==> config.mk <==
export PLATFORM = sky130hd
export DESIGN_NAME = div_unit
export DESIGN_NICKNAME = d
export VERILOG_FILES = /design/src/rtl/div_unit.sv
export SDC_FILE = /design/constraint.sdc
export NUM_CORES = 1
export LEC_CHECK = 0
export CORE_MARGIN = 1.5
export CORE_UTILIZATION = 62
export CTS_CLUSTER_DIAMETER = 100
export DETAILED_ROUTE_END_ITERATION = 8
export PLACE_DENSITY = 0.87
export SYNTH_ARGS = -nofsm -noshare
export SYNTH_HDL_FRONTEND = slang
export SYNTH_SLANG_ARGS = --single-unit
==> constraint.sdc <==
create_clock -name clk -period 5.2 [get_ports clk]
set_input_delay 1.04 -clock clk [delete_from_list [all_inputs] [get_ports clk]]
set_output_delay 1.04 -clock clk [all_outputs]
set_load 0.05 [all_outputs]
==> src/rtl/div_unit.sv <==
// Sequential radix-2 restoring divider: one quotient bit per clock, sign fix-up
// in a final cycle, then a one-cycle done pulse with quotient, remainder and flags.
module div_unit #(
  parameter int WIDTH = 32
) (
  input  logic             clk,
  input  logic             reset_n,
  input  logic             start,
  input  logic             sgn,
  input  logic [WIDTH-1:0] di,
  input  logic [WIDTH-1:0] bi,
  input  logic [7:0]       fi,
  output logic             busy,
  output logic             done,
  output logic [WIDTH-1:0] quo,
  output logic [WIDTH-1:0] rem,
  output logic [7:0]       fo,
  output logic             div0
);

  localparam int CIDX  = 0;
  localparam int VIDX  = 1;
  localparam int ZIDX  = 2;
  localparam int SIDX  = 3;
  localparam int PIDX  = 4;
  localparam int UIDX  = 5;
  localparam int N1IDX = 6;
  localparam int N2IDX = 7;

  localparam int CW = $clog2(WIDTH);
  localparam logic [CW-1:0]    CNT_LAST  = CW'(WIDTH - 1);
  localparam logic [WIDTH-1:0] MSB_ONLY  = {1'b1, {(WIDTH-1){1'b0}}};
  localparam logic [WIDTH-1:0] ALL_ONES  = {WIDTH{1'b1}};
  localparam logic [WIDTH-1:0] ZERO_W    = {WIDTH{1'b0}};
  localparam logic [7:0]       KEEP_MASK = (8'd1 << PIDX) | (8'd1 << UIDX) |
                                           (8'd1 << N1IDX) | (8'd1 << N2IDX);

  typedef enum logic [1:0] {
    S_IDLE = 2'd0,
    S_CALC = 2'd1,
    S_FIX  = 2'd2,
    S_DONE = 2'd3
  } state_e;

  function automatic logic [WIDTH-1:0] neg2c(input logic [WIDTH-1:0] x);
    return ~x + {{(WIDTH-1){1'b0}}, 1'b1};
  endfunction

  // Arithmetic flags overlay the pass-through bits already masked from fi.
  function automatic logic [7:0] make_flags(input logic [WIDTH-1:0] q,
                                            input logic [WIDTH-1:0] r,
                                            input logic             v,
                                            input logic [7:0]       keep);
    logic [7:0] f;
    f       = keep;
    f[ZIDX] = (q == ZERO_W);
    f[SIDX] = q[WIDTH-1];
    f[CIDX] = (r != ZERO_W);
    f[VIDX] = v;
    return f;
  endfunction

  state_e           state_q, state_d;
  logic             sgn_q, sgn_d;
  logic             dneg_q, dneg_d;
  logic             bneg_q, bneg_d;
  logic             ovf_q, ovf_d;
  logic [7:0]       fkeep_q, fkeep_d;
  logic [WIDTH-1:0] dvd_q, dvd_d;
  logic [WIDTH-1:0] dvs_q, dvs_d;
  logic [WIDTH-1:0] prem_q, prem_d;
  logic [CW-1:0]    cnt_q, cnt_d;
  logic [WIDTH-1:0] quo_q, quo_d;
  logic [WIDTH-1:0] rem_q, rem_d;
  logic [7:0]       fo_q, fo_d;
  logic             div0_q, div0_d;

  logic [WIDTH:0]   trial_s;
  logic [WIDTH:0]   diff_s;
  logic             qbit_s;
  logic [WIDTH-1:0] qfix_s;
  logic [WIDTH-1:0] rfix_s;

  // Next-state and datapath for the IDLE/CALC/FIX/DONE sequence.
  always_comb begin
    state_d = state_q;
    sgn_d   = sgn_q;
    dneg_d  = dneg_q;
    bneg_d  = bneg_q;
    ovf_d   = ovf_q;
    fkeep_d = fkeep_q;
    dvd_d   = dvd_q;
    dvs_d   = dvs_q;
    prem_d  = prem_q;
    cnt_d   = cnt_q;
    quo_d   = quo_q;
    rem_d   = rem_q;
    fo_d    = fo_q;
    div0_d  = div0_q;
    trial_s = {prem_q, dvd_q[WIDTH-1]};
    diff_s  = trial_s - {1'b0, dvs_q};
    qbit_s  = 1'b0;
    qfix_s  = dvd_q;
    rfix_s  = prem_q;

    case (state_q)
      S_IDLE: begin
        if (start) begin
          sgn_d   = sgn;
          dneg_d  = di[WIDTH-1];
          bneg_d  = bi[WIDTH-1];
          ovf_d   = sgn && (di == MSB_ONLY) && (bi == ALL_ONES);
          fkeep_d = fi & KEEP_MASK;
          dvd_d   = (sgn && di[WIDTH-1]) ? neg2c(di) : di;
          dvs_d   = (sgn && bi[WIDTH-1]) ? neg2c(bi) : bi;
          if (bi == ZERO_W) begin
            quo_d   = ALL_ONES;
            rem_d   = di;
            div0_d  = 1'b1;
            fo_d    = make_flags(ALL_ONES, di, 1'b1, fi & KEEP_MASK);
            state_d = S_DONE;
          end else begin
            div0_d  = 1'b0;
            prem_d  = ZERO_W;
            cnt_d   = CNT_LAST;
            state_d = S_CALC;
          end
        end else begin
          state_d = S_IDLE;
        end
      end
      S_CALC: begin
        // A clear borrow bit means the trial covers the divisor magnitude.
        if (!diff_s[WIDTH]) begin
          prem_d = diff_s[WIDTH-1:0];
          qbit_s = 1'b1;
        end else begin
          prem_d = trial_s[WIDTH-1:0];
          qbit_s = 1'b0;
        end
        dvd_d = {dvd_q[WIDTH-2:0], qbit_s};
        cnt_d = cnt_q - {{(CW-1){1'b0}}, 1'b1};
        if (cnt_q == {CW{1'b0}}) begin
          state_d = S_FIX;
        end else begin
          state_d = S_CALC;
        end
      end
      S_FIX: begin
        if (sgn_q && (dneg_q != bneg_q)) begin
          qfix_s = neg2c(dvd_q);
        end else begin
          qfix_s = dvd_q;
        end
        if (sgn_q && dneg_q) begin
          rfix_s = neg2c(prem_q);
        end else begin
          rfix_s = prem_q;
        end
        quo_d   = qfix_s;
        rem_d   = rfix_s;
        fo_d    = make_flags(qfix_s, rfix_s, ovf_q, fkeep_q);
        state_d = S_DONE;
      end
      S_DONE: begin
        state_d = S_IDLE;
      end
      default: begin
        state_d = S_IDLE;
      end
    endcase
  end

  // State and datapath registers; reset aborts any operation in flight.
  always_ff @(posedge clk or negedge reset_n) begin
    if (!reset_n) begin
      state_q <= S_IDLE;
      sgn_q   <= 1'b0;
      dneg_q  <= 1'b0;
      bneg_q  <= 1'b0;
      ovf_q   <= 1'b0;
      fkeep_q <= 8'h00;
      dvd_q   <= ZERO_W;
      dvs_q   <= ZERO_W;
      prem_q  <= ZERO_W;
      cnt_q   <= {CW{1'b0}};
      quo_q   <= ZERO_W;
      rem_q   <= ZERO_W;
      fo_q    <= 8'h00;
      div0_q  <= 1'b0;
    end else begin
      state_q <= state_d;
      sgn_q   <= sgn_d;
      dneg_q  <= dneg_d;
      bneg_q  <= bneg_d;
      ovf_q   <= ovf_d;
      fkeep_q <= fkeep_d;
      dvd_q   <= dvd_d;
      dvs_q   <= dvs_d;
      prem_q  <= prem_d;
      cnt_q   <= cnt_d;
      quo_q   <= quo_d;
      rem_q   <= rem_d;
      fo_q    <= fo_d;
      div0_q  <= div0_d;
    end
  end

  assign busy = (state_q != S_IDLE);
  assign done = (state_q == S_DONE);
  assign quo  = quo_q;
  assign rem  = rem_q;
  assign fo   = fo_q;
  assign div0 = div0_q;

endmodule

==> results of run 1 <==
==> per-layer routing <==
| layer | vias up | part of all wire (%) | global-route usage, % |
|---|---|---|---|
| met3 | 97 | 6.6 | 4.36 |
| met4 | 0 | 3.7 | 15.5 |
| li1 | 5707 | - | - |
| met5 | - | 0 | 0 |
| met1 | 5800 | 41 | 42.1 |
| met2 | 492 | 49 | 56.2 |
==> area by class of cell <==
class | instances | area [sq um]
Multi-Input combinational cell | 1208 | 7390
Fill cell | 1526 | 4910
Sequential cell | 183 | 4580
Timing Repair Buffer | 167 | 1630
Clock buffer | 19 | 453
Tap cell | 265 | 332
Inverter | 58 | 218
Clock inverter | 13 | 134
==> synth_stat cells, types with 5 or more instances <==
library cell / n
nand3_1: 23
nor3_1: 49
o311ai_0: 5
o22ai_1: 21
and3_1: 11
nor2_1: 128
nand2_1: 204
a211oi_1: 6
xnor2_1: 78
buf_2: 10
o21ai_0: 170
a32oi_1: 8
mux2i_1: 24
or3_1: 15
inv_1: 57
ha_1: 39
nor2b_1: 11
nor4_1: 16
a31oi_1: 26
or4_1: 15
nand4_1: 16
and2_1: 9
a21o_1: 8
o31ai_1: 26
o41ai_1: 14
a22oi_1: 29
a21oi_1: 101
xor2_1: 68
dfrtp_1: 183
clkbuf_1: 88
o21a_1: 7
nand2b_1: 15
==> sequential cells by signal, summed over array words and instances, names as in the netlist <==
signal / count
ovf_q: 1
dneg_q: 1
fo: 8
sgn_q: 1
quo: 31
rem: 32
div0: 1
prem_q: 32
dvs_q: 32
dvd_q: 32
cnt_q: 5
bneg_q: 1
state_q: 2
fkeep_q: 4
==> cells by family (layout without fill, tap and decap cells) <==
kind of cell | count (synthesis) | in the layout | synth area share (%)
flip-flops | 183 | 183 | 36.4
buffers and inverters | 159 | 257 | 4.94
AO/OA/AOI/OAI | 459 | 459 | 22.2
adder cells (fa/ha/maj) | 40 | 40 | 4.04
multiplexers | 25 | 25 | 2.00
AND/OR/NAND/NOR | 538 | 538 | 20.2
XOR/XNOR | 146 | 146 | 10.2
==> critical path, delay by kind of cell (launching register included) <==
kind | cells | cell delay [ps]
adder cells (fa/ha/maj) | 2 | 650
multiplexers | 1 | 180
AO/OA/AOI/OAI | 5 | 930
AND/OR/NAND/NOR | 3 | 1260
flip-flops | 1 | 490
buffers and inverters | 3 | 620
==> metrics by stage <==
step / cell area, sq um / hold slack (ps) / power (uW) / util, % / cells
2_1_floorplan: 12600 / 439 / 7140 / - / 1550
3_3_place_gp: 14200 / 460 / 8460 / 72.0 / 1881
3_5_place_dp: 14200 / 463 / 8670 / 72.0 / 1881
4_1_cts: 14700 / 481 / 10000 / 75.0 / 1913
5_1_grt: 14700 / 503 / 10800 / 75.0 / 1913
6_report: 14700 / 478 / 10100 / 75.0 / 1913
==> power by group through the flow <==
stage / clock network [uW] / logic [uW] / registers, uW
after global placement: 0 / 5730 / 2730
after detailed placement: 0 / 5910 / 2760
final: 1300 / 6010 / 2780
after CTS: 1300 / 5960 / 2740
after global routing: 1360 / 6610 / 2860
after floorplan: 0 / 4230 / 2910
==> path summary, 6_finish.rpt <==
path                                             start                      to  depth (start not counted)
worst min-delay path            fkeep_q[4]$_DFFE_PN0P_  fkeep_q[4]$_DFFE_PN0P_                          2
min in group asynchronous                      reset_n    dvd_q[5]$_DFFE_PN0P_                          1
worst max register to register   dvd_q[31]$_DFFE_PN0P_   prem_q[6]$_DFFE_PN0P_                         14
worst min register to register  fkeep_q[4]$_DFFE_PN0P_  fkeep_q[4]$_DFFE_PN0P_                          2
max in group asynchronous                      reset_n   dvs_q[26]$_DFFE_PN0P_                          2
worst max-delay path             dvd_q[31]$_DFFE_PN0P_   prem_q[6]$_DFFE_PN0P_                         14
==> impl_metrics.tcl, run 1 <==
set metrics [dict create \
    slowest_stage "or3_1" \
    ios 151 \
    fp.coreArea_sq_mm 0.0197 \
    dp_slack_ps 476 \
    crit_type "flop to flop" \
    worst_pin_slew_ps 1190 \
    drt_iter0_drc 1011 \
    cts_resized 0 \
    syn_to_final_growth_pct 17.3 \
    ir_drop_uv 311 \
    slew_headroom_pct 20.4 \
    yosys.area.top_type "dfrtp_1" \
    ys_ff_latch 183 \
    drv_cap 0 \
    switchingPower_uw 4890 \
    gr-usage-all-layers_pct 33.1 \
    fin_crit_ps 4310 \
    arrival_ps 4590 \
    power.leakage_uw 0.00598 \
    avgSynthCellArea_sq_um 8.11 \
    root_buffer "clkbuf_16" \
    dp_hpwl_microns 25600 \
    start_kind "flop" \
    crit_fanout 22 \
    max_stage_delay_ps 860 \
    setup_viol 0 \
    antenna_left 0 \
    crit_chain "inv_1 -> ha_1 -> fa_1 -> nor2b_1 -> o2111ai_1 -> nand3_1 -> a211oi_2 -> buf_4 -> a311oi_1 -> o21ba_2 -> or3_1 -> buf_4 -> mux2i_1 -> o21ai_0" \
    synthArstFlopShare_pct 100 \
    htreeDepth 4 \
    clockBufferDepth 2 \
    wl_per_cell_microns 18.2 \
    final_common_cell "nand2_1" \
    fin_crit_sh_pct 82.9 \
    dieArea_sq_mm 0.0211 \
    syn_inst 1550 \
    cts_buffers 17 \
    cts_tree "done" \
    hold_buffers 0 \
    finalSetupTns_ps 0 \
    via_count 12100 \
    die_h_microns 145 \
    final-hold-violation-count 0 \
    drc_errors 0 \
    clock_power_share_pct 12.9 \
    clock_latency_ps 440 \
    p_comb_share_pct 59.6 \
    crit_required_ps 5480 \
    layout_common_cells "nand2_1 (203), dfrtp_1 (183), o21ai_0 (170)" \
    synth_edf_count 0 \
    die-width_microns 145 \
    grt_max_degree 113 \
    rows 51 \
    synth_warnings 0 \
    cts.sinks 183 \
    cp-end-kind "flop" \
    overflow 0 \
    reg2reg_slack_ps 890 \
    run_status "complete, no violations" \
    clock.fmax_ghz 0.232 \
    switching_share_pct 48.5 \
    synthDominantCellAreaShare_pct 36.4 \
    antenna_found_initial 0 \
    first_pass_iters 8 \
    hold_class "flop to flop" \
    cts.clk_slew.worst_paths_ps 70 \
    synth_flop_cell "dfrtp_1" \
    synthesis.area_sq_mm 0.0126 \
    yosysSeqAreaShare_pct 36.4 \
    crit_path_frequent_cell "buf_4" \
    internal_power_uw 5190 \
    skew_ps 9.60 \
    power.density_mw_per_mm2 684 \
    seqPwrFrac_pct 27.5 \
    post_cts_buffers 0 \
    insertedDiodeCount 0 \
    synthTopCellsByArea "dfrtp_1 (36%), o21ai_0 (6.8%), nand2_1 (6.1%), xnor2_1 (5.4%), xor2_1 (4.7%)" \
    slew_viol_final 0 \
    start_util_pct 63.9 \
    via_per_inst 6.32 \
    syn_nets 1666 \
    rsz0062_at_grt "false" \
    ys_types 73 \
    finish.net_count 1751 \
    grt_pass1_vias 11500 \
    grt_pass1_wl_microns 57100 \
    layout-drive-gt1-share_pct 4.85 \
    gp_congestion 0.904 \
    io_buffers 146 \
    setup_ws_ps 890 \
    wl_microns 34900 \
]
(Power assumes the default switching activity.)
==> inputs of run 2 (changes only) <==
--- a/config.mk
+++ b/config.mk
@@ -6,10 +6,10 @@
 export NUM_CORES = 1
 export LEC_CHECK = 0
 export CORE_MARGIN = 1.5
-export CORE_UTILIZATION = 62
+export CORE_UTILIZATION = 52
 export CTS_CLUSTER_DIAMETER = 100
 export DETAILED_ROUTE_END_ITERATION = 8
-export PLACE_DENSITY = 0.87
+export PLACE_DENSITY = 0.78
 export SYNTH_ARGS = -nofsm -noshare
 export SYNTH_HDL_FRONTEND = slang
 export SYNTH_SLANG_ARGS = --single-unit
==> constraint.sdc (replaced) <==
create_clock -name clk -period 3.6 [get_ports clk]
set_input_delay 0.72 -clock clk [delete_from_list [all_inputs] [get_ports clk]]
set_output_delay 0.72 -clock clk [all_outputs]
set_load 0.05 [all_outputs]
==> run 2 against run 1 <==
Critical path depth decreased by 3; combinational power increased by 52%; wire length increased by 3.0%; cell area increased by 5.5%; sequential power increased by 40%; global-route usage decreased by 3.9 points.
==> impl_metrics.tcl, run 2 (synthesized netlist as in run 1, its figures left out) <==
set metrics [dict create \
    run_status "complete, no violations" \
    fin_crit_ps 3400 \
    ir_drop_uv 513 \
    fin_crit_sh_pct 94.3 \
    drt_iter0_drc 1198 \
    power.leakage_uw 0.00642 \
    crit_required_ps 3930 \
    fill_cells 1944 \
    start_kind "input pin" \
    worst_pin_slew_ps 697 \
    slew_headroom_pct 53.6 \
    root_buffer "clkbuf_16" \
    slew_viol_final 0 \
    layout-drive-gt1-share_pct 9.57 \
    cp-end-kind "flop" \
    slowest_stage "or4_1" \
    gp_congestion 0.962 \
    wl_microns 35900 \
    power.density_mw_per_mm2 967 \
    cts.sinks 183 \
    wl_per_cell_microns 17.5 \
    start_util_pct 53.2 \
    antenna_left 0 \
    insertedDiodeCount 0 \
    clock_latency_ps 430 \
    htreeDepth 4 \
    grt_pass1_vias 11600 \
    p_total_uw 15000 \
    grt_max_degree 76 \
    final_util_pct 65.9 \
    layout_common_cells "nand2_1 (203), dfrtp_1 (183), o21ai_0 (170)" \
    final-hold-violation-count 0 \
    syn_to_final_growth_pct 23.8 \
    grt_pass1_wl_microns 57700 \
    dieArea_sq_mm 0.0251 \
    die-width_microns 158 \
    crit_type "input pin to flop" \
    finish.net_count 1838 \
    clock.fmax_ghz 0.294 \
    setup_viol 0 \
    rows 56 \
    io_buffers 146 \
    ios 151 \
    place_area_sq_mm 0.0149 \
    max_stage_delay_ps 610 \
    cts_tree "done" \
    gr-usage-all-layers_pct 29.2 \
    post_cts_buffers 0 \
    stdcell_area_sq_mm 0.0156 \
    crit_fanout 17 \
    overflow 0 \
    die_h_microns 158 \
    rsz0062_at_grt "false" \
    skew_ps 8.58 \
    drc_errors 0 \
    hold_class "input pin to asynchronous set/reset pin" \
    drv_cap 0 \
    fp.coreArea_sq_mm 0.0236 \
    crit_chain "clkdlybuf4s50_1 -> or4_1 -> nor4_1 -> buf_4 -> nand3_1 -> or4_1 -> or2_1 -> nand2_1 -> buf_12 -> nor2_1 -> a221oi_1" \
    via_count 12300 \
    first_pass_iters 7 \
    crit_path_frequent_cell "or4_1" \
    dp_hpwl_microns 26900 \
    cts_buffers 17 \
    cts.clk_slew.worst_paths_ps 70 \
    clockBufferDepth 2 \
    arrival_ps 3720 \
    via_per_inst 5.99 \
    finalSetupTns_ps 0 \
    final_common_cell "nand2_1" \
    antenna_found_initial 0 \
]
## run 2: through the flow
| step | hold WS, ps | setup WS (ps) | cells |
|---|---|---|---|
| global placement | 461 | -138 | 2022 |
| floorplan | 424 | 340 | 1550 |
| detailed placement | 466 | -221 | 2022 |
| finish | 271 | 204 | 2053 |
| global route | 338 | 5.13 | 2053 |
| CTS | 310 | 243 | 2053 |
## run 2: repair_timing
| item | CTS | global route |
|---|---|---|
| hold buffers | 0 | 0 |
| resized for setup | 0 | 1 |
| setup endpoints to repair | 0 | 1 |
## run 2: layout make-up
cell class                      count  area (sq um)  share of cell area [%]
Clock buffer                       20           457                    2.94
Clock inverter                     11           173                    1.11
Inverter                           58           218                    1.40
Multi-Input combinational cell   1208          7390                    47.5
Sequential cell                   183          4580                    29.4
Tap cell                          319           399                    2.57
Timing Repair Buffer              254          2340                    15.0
## run 2: worst paths after layout
path / cells past startpoint / start / endpoint / slack (ps)
max in group asynchronous: 2 / reset_n / prem_q[23]$_DFFE_PN0P_ / 2460
setup reg to reg: 13 / dvd_q[31]$_DFFE_PN0P_ / prem_q[7]$_DFFE_PN0P_ / 240
hold reg to reg: 2 / div0$_DFFE_PN0P_ / div0$_DFFE_PN0P_ / 480
hold / removal: 1 / reset_n / quo[4]$_DFFE_PN0P_ / 270
setup / recovery: 11 / bi[7] / rem[0]$_DFFE_PN0P_ / 200
min in group clk: 2 / div0$_DFFE_PN0P_ / div0$_DFFE_PN0P_ / 480
## run 2: worst max-delay path, delay by kind of cell
family,cells,cell delay (ps)
buf+inv,3,760
simple gates,7,2020
compound gates,1,210
## run 2: routing by layer
| layer | part of all wire, % | routed length (microns) | track usage [%] |
|---|---|---|---|
| met1 | 42 | 15000 | 36.4 |
| met2 | 49 | 17500 | 50.8 |
| met3 | 6.2 | 2220 | 3.57 |
| met4 | 3.4 | 1210 | 12.4 |
| met5 | 0 | 0 | 0 |
## run 2: report_power, final
group	internal, uW	total, uW	switching [uW]
sequential	2920	3890	971
clock	1200	2010	817
combinational	3790	9140	5360
total	7900	15000	7140
